`config.mk`:
```
export PLATFORM = sky130hd
export DESIGN_NAME = stage_if_prefetch_flat
export DESIGN_NICKNAME = d
export VERILOG_FILES = /design/src/rtl/stage_if_prefetch_if.sv /design/src/rtl/stage_if_prefetch.sv /design/src/flat_wrapper.sv
export SDC_FILE = /design/constraint.sdc
export NUM_CORES = 1
export LEC_CHECK = 0
export BUFFER_PORTS_ARGS = -buffer_cell sky130_fd_sc_hd__buf_4
export CORE_MARGIN = 3
export CORE_UTILIZATION = 58
export DETAILED_ROUTE_END_ITERATION = 16
export GPL_TIMING_DRIVEN = 0
export PLACE_DENSITY = 0.83
export RECOVER_POWER = 25
export REMOVE_ABC_BUFFERS = 1
export SKIP_CTS_REPAIR_TIMING = 1
export SLEW_MARGIN = 40
export SYNTH_ARGS = -nofsm -noshare
export SYNTH_HDL_FRONTEND = slang
export SYNTH_SLANG_ARGS = --single-unit
export TNS_END_PERCENT = 50
```
`constraint.sdc`:
```
create_clock -name clk -period 7.29 [get_ports clk]
set_clock_uncertainty 0.1 [all_clocks]
set_input_delay 1.0935 -clock clk [delete_from_list [all_inputs] [get_ports clk]]
set_output_delay 1.0935 -clock clk [all_outputs]
set_load 0.005 [all_outputs]
```
`src/rtl/stage_if_prefetch_if.sv`:
```
// Fetch-stage bundle: instruction-memory request/response channels plus the
// ID-side redirect and valid/ready handshake.
interface stage_if_prefetch_if #(
  parameter int unsigned IMEM_AW = 32
);
  logic               imem_req_valid;
  logic               imem_req_ready;
  logic [IMEM_AW-1:0] imem_req_addr;
  logic               imem_resp_valid;
  logic [31:0]        imem_resp_data;
  logic               ctrl_pc_src_D;
  logic [31:0]        NPC_D;
  logic               ready_D;
  logic               valid_F;
  logic [31:0]        IR_F;
  logic [31:0]        PCInc4_F;
  logic [31:0]        PC;

  modport master (
    output imem_req_valid, imem_req_addr, valid_F, IR_F, PCInc4_F, PC,
    input  imem_req_ready, imem_resp_valid, imem_resp_data,
           ctrl_pc_src_D, NPC_D, ready_D
  );

  modport slave (
    input  imem_req_valid, imem_req_addr, valid_F, IR_F, PCInc4_F, PC,
    output imem_req_ready, imem_resp_valid, imem_resp_data,
           ctrl_pc_src_D, NPC_D, ready_D
  );
endinterface

```
`src/rtl/stage_if_prefetch.sv`:
```
// Prefetching IF stage: credit-limited fetch from a variable-latency memory into
// an in-order queue, presented to ID via valid/ready; ID redirects flush everything.
module stage_if_prefetch #(
  parameter logic [31:0] RESET_PC = 32'h3000,
  parameter int unsigned DEPTH    = 4,
  parameter int unsigned IMEM_AW  = 32
) (
  input  logic                clk,
  input  logic                rst_n,
  stage_if_prefetch_if.master bus
);

  localparam int unsigned PW = $clog2(DEPTH);
  localparam int unsigned CW = $clog2(DEPTH + 1);
  localparam logic [CW:0]   DEPTH_X = (CW + 1)'(DEPTH);
  localparam logic [CW-1:0] DEPTH_C = CW'(DEPTH);

  logic [31:0]   fpc_q, fpc_d;
  logic [31:0]   rpc_q, rpc_d;
  logic [CW-1:0] cnt_q, cnt_d;
  logic [CW-1:0] outst_q, outst_d;
  logic [CW-1:0] drop_q, drop_d;
  logic [PW-1:0] wr_q, wr_d;
  logic [PW-1:0] rd_q, rd_d;
  logic [31:0]   pc_mem_q [DEPTH];
  logic [31:0]   ir_mem_q [DEPTH];

  logic          redirect, resp, req_valid, req_fire, push, pop, valid;
  logic [31:0]   target, head_pc;
  logic [CW:0]   occupancy;

  always_comb begin
    redirect  = bus.ctrl_pc_src_D;
    target    = bus.NPC_D & ~32'h3;
    resp      = bus.imem_resp_valid;
    valid     = (cnt_q != '0);
    occupancy = {1'b0, cnt_q} + {1'b0, outst_q} - {1'b0, drop_q};
    // outst also counts in-flight stale fetches; capping it at DEPTH keeps the
    // counters in range when redirects pile up drops.
    req_valid = rst_n & ~redirect & (occupancy < DEPTH_X) & (outst_q < DEPTH_C);
    req_fire  = req_valid & bus.imem_req_ready;
    push      = resp & (drop_q == '0) & ~redirect;
    pop       = valid & bus.ready_D & ~redirect;

    outst_d = outst_q + CW'(req_fire) - CW'(resp);
    fpc_d   = fpc_q;
    rpc_d   = rpc_q;
    cnt_d   = cnt_q;
    wr_d    = wr_q;
    rd_d    = rd_q;
    drop_d  = drop_q;

    if (redirect) begin
      fpc_d  = target;
      rpc_d  = target;
      cnt_d  = '0;
      wr_d   = '0;
      rd_d   = '0;
      drop_d = outst_d;
    end else begin
      if (req_fire) fpc_d = fpc_q + 32'd4;
      // Responses return in order, so the pc of the next kept word is the
      // previous kept pc + 4, restarted at every redirect target.
      if (push) rpc_d = rpc_q + 32'd4;
      if (resp && drop_q != '0) drop_d = drop_q - 1'b1;
      cnt_d = cnt_q + CW'(push) - CW'(pop);
      wr_d  = wr_q + PW'(push);
      rd_d  = rd_q + PW'(pop);
    end
  end

  always_comb begin
    head_pc            = pc_mem_q[rd_q];
    bus.imem_req_valid = req_valid;
    bus.imem_req_addr  = IMEM_AW'(fpc_q);
    bus.valid_F        = valid;
    bus.IR_F           = valid ? ir_mem_q[rd_q] : '0;
    bus.PCInc4_F       = valid ? head_pc + 32'd4 : '0;
    bus.PC             = valid ? head_pc : fpc_q;
  end

  always_ff @(posedge clk) begin
    if (!rst_n) begin
      fpc_q   <= RESET_PC;
      rpc_q   <= RESET_PC;
      cnt_q   <= '0;
      outst_q <= '0;
      drop_q  <= '0;
      wr_q    <= '0;
      rd_q    <= '0;
    end else begin
      fpc_q   <= fpc_d;
      rpc_q   <= rpc_d;
      cnt_q   <= cnt_d;
      outst_q <= outst_d;
      drop_q  <= drop_d;
      wr_q    <= wr_d;
      rd_q    <= rd_d;
    end
  end

  always_ff @(posedge clk) begin
    if (rst_n && push) begin
      pc_mem_q[wr_q] <= rpc_q;
      ir_mem_q[wr_q] <= bus.imem_resp_data;
    end
  end

endmodule

```
`src/flat_wrapper.sv`:
```
// flat-port wrapper written by rule: the top's interface ports become plain ports
module stage_if_prefetch_flat 
#(
  parameter logic [31:0] RESET_PC = 32'h3000,
  parameter int unsigned DEPTH    = 4,
  parameter int unsigned IMEM_AW  = 32
)
  (clk, rst_n, bus_imem_req_valid, bus_imem_req_addr, bus_valid_F, bus_IR_F, bus_PCInc4_F, bus_PC, bus_imem_req_ready, bus_imem_resp_valid, bus_imem_resp_data, bus_ctrl_pc_src_D, bus_NPC_D, bus_ready_D);
  stage_if_prefetch_if #(.IMEM_AW(IMEM_AW)) bus_i ();
  input  logic clk;
  input  logic rst_n;
  output wire logic [$bits(bus_i.imem_req_valid)-1:0] bus_imem_req_valid;
  output wire logic [$bits(bus_i.imem_req_addr)-1:0] bus_imem_req_addr;
  output wire logic [$bits(bus_i.valid_F)-1:0] bus_valid_F;
  output wire logic [$bits(bus_i.IR_F)-1:0] bus_IR_F;
  output wire logic [$bits(bus_i.PCInc4_F)-1:0] bus_PCInc4_F;
  output wire logic [$bits(bus_i.PC)-1:0] bus_PC;
  input wire logic [$bits(bus_i.imem_req_ready)-1:0] bus_imem_req_ready;
  input wire logic [$bits(bus_i.imem_resp_valid)-1:0] bus_imem_resp_valid;
  input wire logic [$bits(bus_i.imem_resp_data)-1:0] bus_imem_resp_data;
  input wire logic [$bits(bus_i.ctrl_pc_src_D)-1:0] bus_ctrl_pc_src_D;
  input wire logic [$bits(bus_i.NPC_D)-1:0] bus_NPC_D;
  input wire logic [$bits(bus_i.ready_D)-1:0] bus_ready_D;
  assign bus_imem_req_valid = bus_i.imem_req_valid;
  assign bus_imem_req_addr = bus_i.imem_req_addr;
  assign bus_valid_F = bus_i.valid_F;
  assign bus_IR_F = bus_i.IR_F;
  assign bus_PCInc4_F = bus_i.PCInc4_F;
  assign bus_PC = bus_i.PC;
  assign bus_i.imem_req_ready = bus_imem_req_ready;
  assign bus_i.imem_resp_valid = bus_imem_resp_valid;
  assign bus_i.imem_resp_data = bus_imem_resp_data;
  assign bus_i.ctrl_pc_src_D = bus_ctrl_pc_src_D;
  assign bus_i.NPC_D = bus_NPC_D;
  assign bus_i.ready_D = bus_ready_D;
  stage_if_prefetch #(.RESET_PC(RESET_PC), .DEPTH(DEPTH), .IMEM_AW(IMEM_AW)) u_core (.clk(clk), .rst_n(rst_n), .bus(bus_i));
endmodule
```
# Yosys cells after proc, flatten, opt, wreduce, memory -nomap -nowiden
# Memories as Yosys holds them, arrays and structs flattened. A register that Yosys moved wholly into a read port is not among the register bits.
# Index checks and enable logic that the tools add are counted.
[word_totals]
regBits = 77
latch_bits = 0
mem_bits_rw = 256
rom_bits = 0
output_inout_bits = 130
wordCells = 57
memories = 2
[classes]
add_sub_neg = 12
n_mul = 0
div_mod_pow = 0
magnitude_cmp = 2
eq_ne = 0
shift = 0
n_mux = 13
bitwise = 10
n_reduce_logical = 9
[mem_list]
columns = ["memory", "depth", "word_bits", "read_ports", "rd_clocked_by_memory_dff", "write_ports", "line_no", "source"]
rows = [
  ["u_core.ir_mem_q", 4, 32, 1, 1, 1, "stage_if_prefetch.sv:26", "logic [31:0] ir_mem_q [DEPTH];"],
  ["u_core.pc_mem_q", 4, 32, 1, 1, 1, "stage_if_prefetch.sv:25", "logic [31:0] pc_mem_q [DEPTH];"],
]
[ops]
columns = ["op", "count"]
rows = [
  ["$mux 32", 7],
  ["$add 32x3->32 const B", 3],
  ["$and 1x1->1", 8],
  ["$add 3x1->3", 2],
  ["$mux 3", 2],
  ["$reduce_bool 2->1", 3],
  ["$reduce_bool 3->1", 2],
  ["$sub 3x1->3", 2],
  ["$add 2x1->2", 2],
  ["$add 3x3->4", 1],
  ["$lt 4x3->1 const B", 1],
  ["$mux 2", 2],
  ["$sub 4x3->4", 1],
  ["$logic_not 3->1", 1],
  ["$lt 3x3->1 const B", 1],
  ["$sub 3x1->3 const B", 1],
  ["$logic_and 1x1->1", 2],
  ["$mux 1", 2],
  ["$not 1->1", 2],
  ["$reduce_or 2->1", 1],
]

# Depth between registers and ports, before layout
[depth]
depth_word = 9
mapped_depth = 16
mapped_depth_nobuf = 15

# Worst setup path before layout
# Ideal clock, no wire load.
[synth_timing]
path_type = "input-to-reg"
from = "in bus_imem_resp_valid"
to = "mem u_core.ir_mem_q[1][0], enable pin"
setup_ps = 571
arrival_ps = 6050
required_time_ps = 6619
slack_ps = 568
cell_stages = 4
cell_sequence = "and3b_1 buf_2 nand2_1 nor3b_1"
[synth_via]
elab_chain_cells = 5
[synth_lines]
columns = ["item", "line_no", "source"]
rows = [
  ["start: declaration", "flat_wrapper.sv:19", "input wire logic [$bits(bus_i.imem_resp_valid)-1:0] bus_imem_resp_valid;"],
  ["$and 1x1->1 (2 in a row)", "stage_if_prefetch.sv:42", "push = resp & (drop_q == '0) & ~redirect;"],
  ["$logic_and 1x1->1", "stage_if_prefetch.sv:103", "if (rst_n && push) begin"],
  ["$mux 1", "stage_if_prefetch.sv:103", ""],
  ["$mux 1 (implied by the code)", "stage_if_prefetch.sv:105", "ir_mem_q[wr_q] <= bus.imem_resp_data;"],
  ["end: declaration", "stage_if_prefetch.sv:26", ""],
]
# Every way passes these cells.

==> impl_metrics.csv <==
group,metric,value,unit
pwr,power_switching,0.996,mW
floorplanning,die_x,164,um
sta,setup_viol_count_final,0,
pwr,switching_share,23.6,%
critical_path,worstSetupPathType,"register to primary output",
routing,vias,9876,
clock_tree,cts.sinks,321,
critical_path,path_buf_inv,2,
floorplanning,io_pins,200,
layout,fin_cells,1642,
floorplanning,start_util,59.3,%
routing,drc,0,
critical_path,cp_top_family,"simple AND/OR/NAND/NOR gates",
critical_path,rr_startpoint,"u_core.cnt_q[1]",
logic_synthesis,netlist_area,0.0145,mm2
clock_tree,clk_path_buf_depth,3,
sta,max_clock_freq,203,MHz
logic_synthesis,syn_inst,1074,
layout,final_nets,1380,
critical_path,crit_path_top_delay_cell,"dfxtp_4",
placement,io_buffers,191,
grt,grt_pass1_vias,9968,
pwr,p_clk_share,39.4,%
routing,wl_per_cell,21.6,um
sta,hold_ws,433,ps
pwr,p_seq_share,49.4,%
critical_path,required,6100,ps
floorplanning,core_area,0.0245,mm2
placement,dpl_cell_area,0.0165,mm2
logic_synthesis,ys_ff_latch,321,
sta,slew_violations,0,
logic_synthesis,yosys_warnings,0,
logic_synthesis,seq_area_frac_synth,61.4,%
layout,diodes,0,
logic_synthesis,yosysUniqueCellTypes,75,
hold_path,min_from,"u_core.rpc_q[31]",
status,outcome,"finished clean",
layout,syn2layout_area_growth,20.4,%
sta,fin_crit_sh,67.6,%
clock_tree,htree_levels,2,
sta,relSlewSlack,47.8,%
clock_tree,cts.clk_slew.worst_paths,60,ps
critical_path,r2r_end,"u_core.drop_q[2]",
sta,setup_slack,2360,ps
sta,fin_crit,4930,ps
placement,placed_cells,1580,
pwr,finalPower,4.23,mW
critical_path,worst_setup_path_end_kind,"primary output",
floorplanning,die-area,0.0270,mm2
hold_path,hold_path_end,"u_core.pc_mem_q[1][31]",
floorplanning,rows,57,
placement,dp_slack,2860,ps
grt,grt-ovfl-total,0,
job,maxCapViolations,0,
critical_path,critical_path_cell_count,8,
critical_path,crit_chain,"buf_12, mux4_1, ha_1, nand3_2, nor3b_4, a31oi_1, a41o_1, buf_4",
critical_path,slowest_delay,660,ps
pwr,p_per_area,242,mW/mm2
pwr,leakagePower,6.39,nW
critical_path,crit_arrival,3740,ps
floorplanning,dieHeight,164,um
logic_synthesis,synth_edf_count,248,
grt,grt_pass1_wl,54300,um
placement,dp_hpwl,24500,um
grt,antenna_found_initial,1,
hold_path,worst_hold_path_type,"register to register",
clock_tree,root_buffer,"clkbuf_16",
sta,worst_pin_slew,782,ps
grt,grtUsageTotal,26.2,%
logic_synthesis,async_reset_ff_share,0,%
clock_tree,cts_buffers,34,
logic_synthesis,syn_avg_cell_area,13.5,um2
sta,final-hold-violation-count,0,
routing,dr.pass1.iters,5,
routing,drt-vias-per-instance,6.01,
placement,gp_congestion,0.853,
pwr,p_int,3.23,mW
critical_path,worstPathMaxFanout,24,
logic_synthesis,synth_ff_type,"edfxtp_1",
sta,rsz0062_at_grt,"no",
logic_synthesis,synth.area.top_cells,"edfxtp_1 51%, dfxtp_1 10%, mux4_2 6.5%",
pwr,comb_power_share,11.2,%
critical_path,worstRegToRegCells,15,
logic_synthesis,yosysTopAreaCellShare,51.3,%
routing,drt_iter0_markers,899,
routing,ant_nets,0,
critical_path,r2r_setup_slack,2720,ps
logic_synthesis,yosysTopAreaCell,"edfxtp_1",
clock_tree,cts_tree,"done",
pwr,irDropWorstVdd,165,uV
grt,grt_start_max_net_pins,43,
routing,wirelength,35400,um
hold_path,worstHoldPathCells,0,
sta,tns,0,ps
layout,final_util,71.5,%
critical_path,critPathLaunchType,"register",
layout,drive_gt1_share,27.1,%
clock_tree,clock_latency,510,ps
layout,fin_area,0.0175,mm2
[layout by cell type, fill, tap and decap left out, types with 6 or more instances in the layout]
| master | Yosys | routed |
|---|---|---|
| inv_1 | 26 | 24 |
| nor3_1 | 16 | 14 |
| dfxtp_1 | 73 | 71 |
| and4_1 | 12 | 11 |
| buf_2 | 6 | 19 |
| xor2_1 | 19 | 19 |
| buf_12 | 1 | 6 |
| clkbuf_1 | 37 | 24 |
| a31oi_1 | 9 | 9 |
| conb_1 | 1 | 6 |
| and2_1 | 43 | 43 |
| xnor2_1 | 42 | 42 |
| buf_4 | 7 | 199 |
| mux4_2 | 42 | 42 |
| nand3_1 | 25 | 25 |
| clkbuf_16 | 0 | 37 |
| a21oi_1 | 50 | 50 |
| nor2_1 | 70 | 69 |
| clkinv_2 | 0 | 8 |
| o21ai_0 | 37 | 37 |
| and3_1 | 14 | 14 |
| ha_1 | 14 | 14 |
| nand2_1 | 134 | 134 |
| edfxtp_1 | 248 | 248 |
| nand4_1 | 17 | 17 |
| mux4_1 | 20 | 20 |
[worst max-delay path by stage]
stage / start / end / slack, ps
2_1_floorplan: rst_n / u_core.ir_mem_q[1][0] / -80
3_3_place_gp: rst_n / u_core.ir_mem_q[1][6] / -4710
3_5_place_dp: u_core.outst_q[1] / u_core.drop_q[2] / 2860
4_1_cts: u_core.rd_q[0] / bus_PCInc4_F[18] / 2370
5_1_grt: u_core.rd_q[0] / bus_PCInc4_F[30] / 2230
6_report: u_core.rd_q[0] / bus_PCInc4_F[26] / 2360
[metal layers]
layer | GRT usage, % | wire length (um)
met4 | 9.42 | 1110
met1 | 34.4 | 13700
met5 | 0 | 13
met2 | 44.1 | 17600
met3 | 4.82 | 3020
[state kept, by name, summed over array words and instances (netlist names)]
name / flops
u_core.ir_mem_q: 128
u_core.pc_mem_q: 120
u_core.outst_q: 3
u_core.rpc_q: 30
u_core.drop_q: 3
u_core.wr_q: 2
u_core.cnt_q: 3
u_core.bus.imem_req_addr: 30
u_core.rd_q: 2
[synthesized netlist by cell type, types with 5 or more instances]
cell / count
a211oi_1: 5
a21oi_1: 50
a31oi_1: 9
a32oi_1: 5
and2_1: 43
and3_1: 14
and4_1: 12
buf_2: 6
buf_4: 7
clkbuf_1: 37
clkbuf_8: 7
dfxtp_1: 73
edfxtp_1: 248
ha_1: 14
inv_1: 26
mux4_1: 20
mux4_2: 42
nand2_1: 134
nand3_1: 25
nand4_1: 17
nor2_1: 70
nor3_1: 16
nor4_2: 5
o21ai_0: 37
or3_1: 5
xnor2_1: 42
xor2_1: 19
[cell type report]
class                      instances  area, um2
clock buffer                      49        991
clock inverter                    13       92.6
fill                            1614       6980
inverter                          27        108
multi-input combinational        667       5160
sequential                       321       8920
tap                              324        405
timing repair buffer             241       1820
[power groups by stage]
stage	clock (mW)	combinational, mW	sequential [mW]
floorplan	0	0.245	2.11
global placement	0	0.437	2.13
detailed placement	0	0.469	2.13
CTS	1.68	0.475	2.09
global route	1.76	0.520	2.10
finish	1.67	0.472	2.09
[cell families (layout without fill, tap and decap cells)]
kind of cell / Yosys count / in the layout / synth area share [%]
mux: 68 / 68 / 10.6
simple gates: 377 / 377 / 13.4
compound gates: 137 / 137 / 5.72
fa+ha+maj: 18 / 18 / 1.76
other cells: 1 / 6 / 0.0258
flops: 321 / 321 / 61.4
xor+xnor: 61 / 61 / 3.68
buf+inv: 91 / 330 / 3.48
No activity file was read; power rests on OpenSTA's default activity.
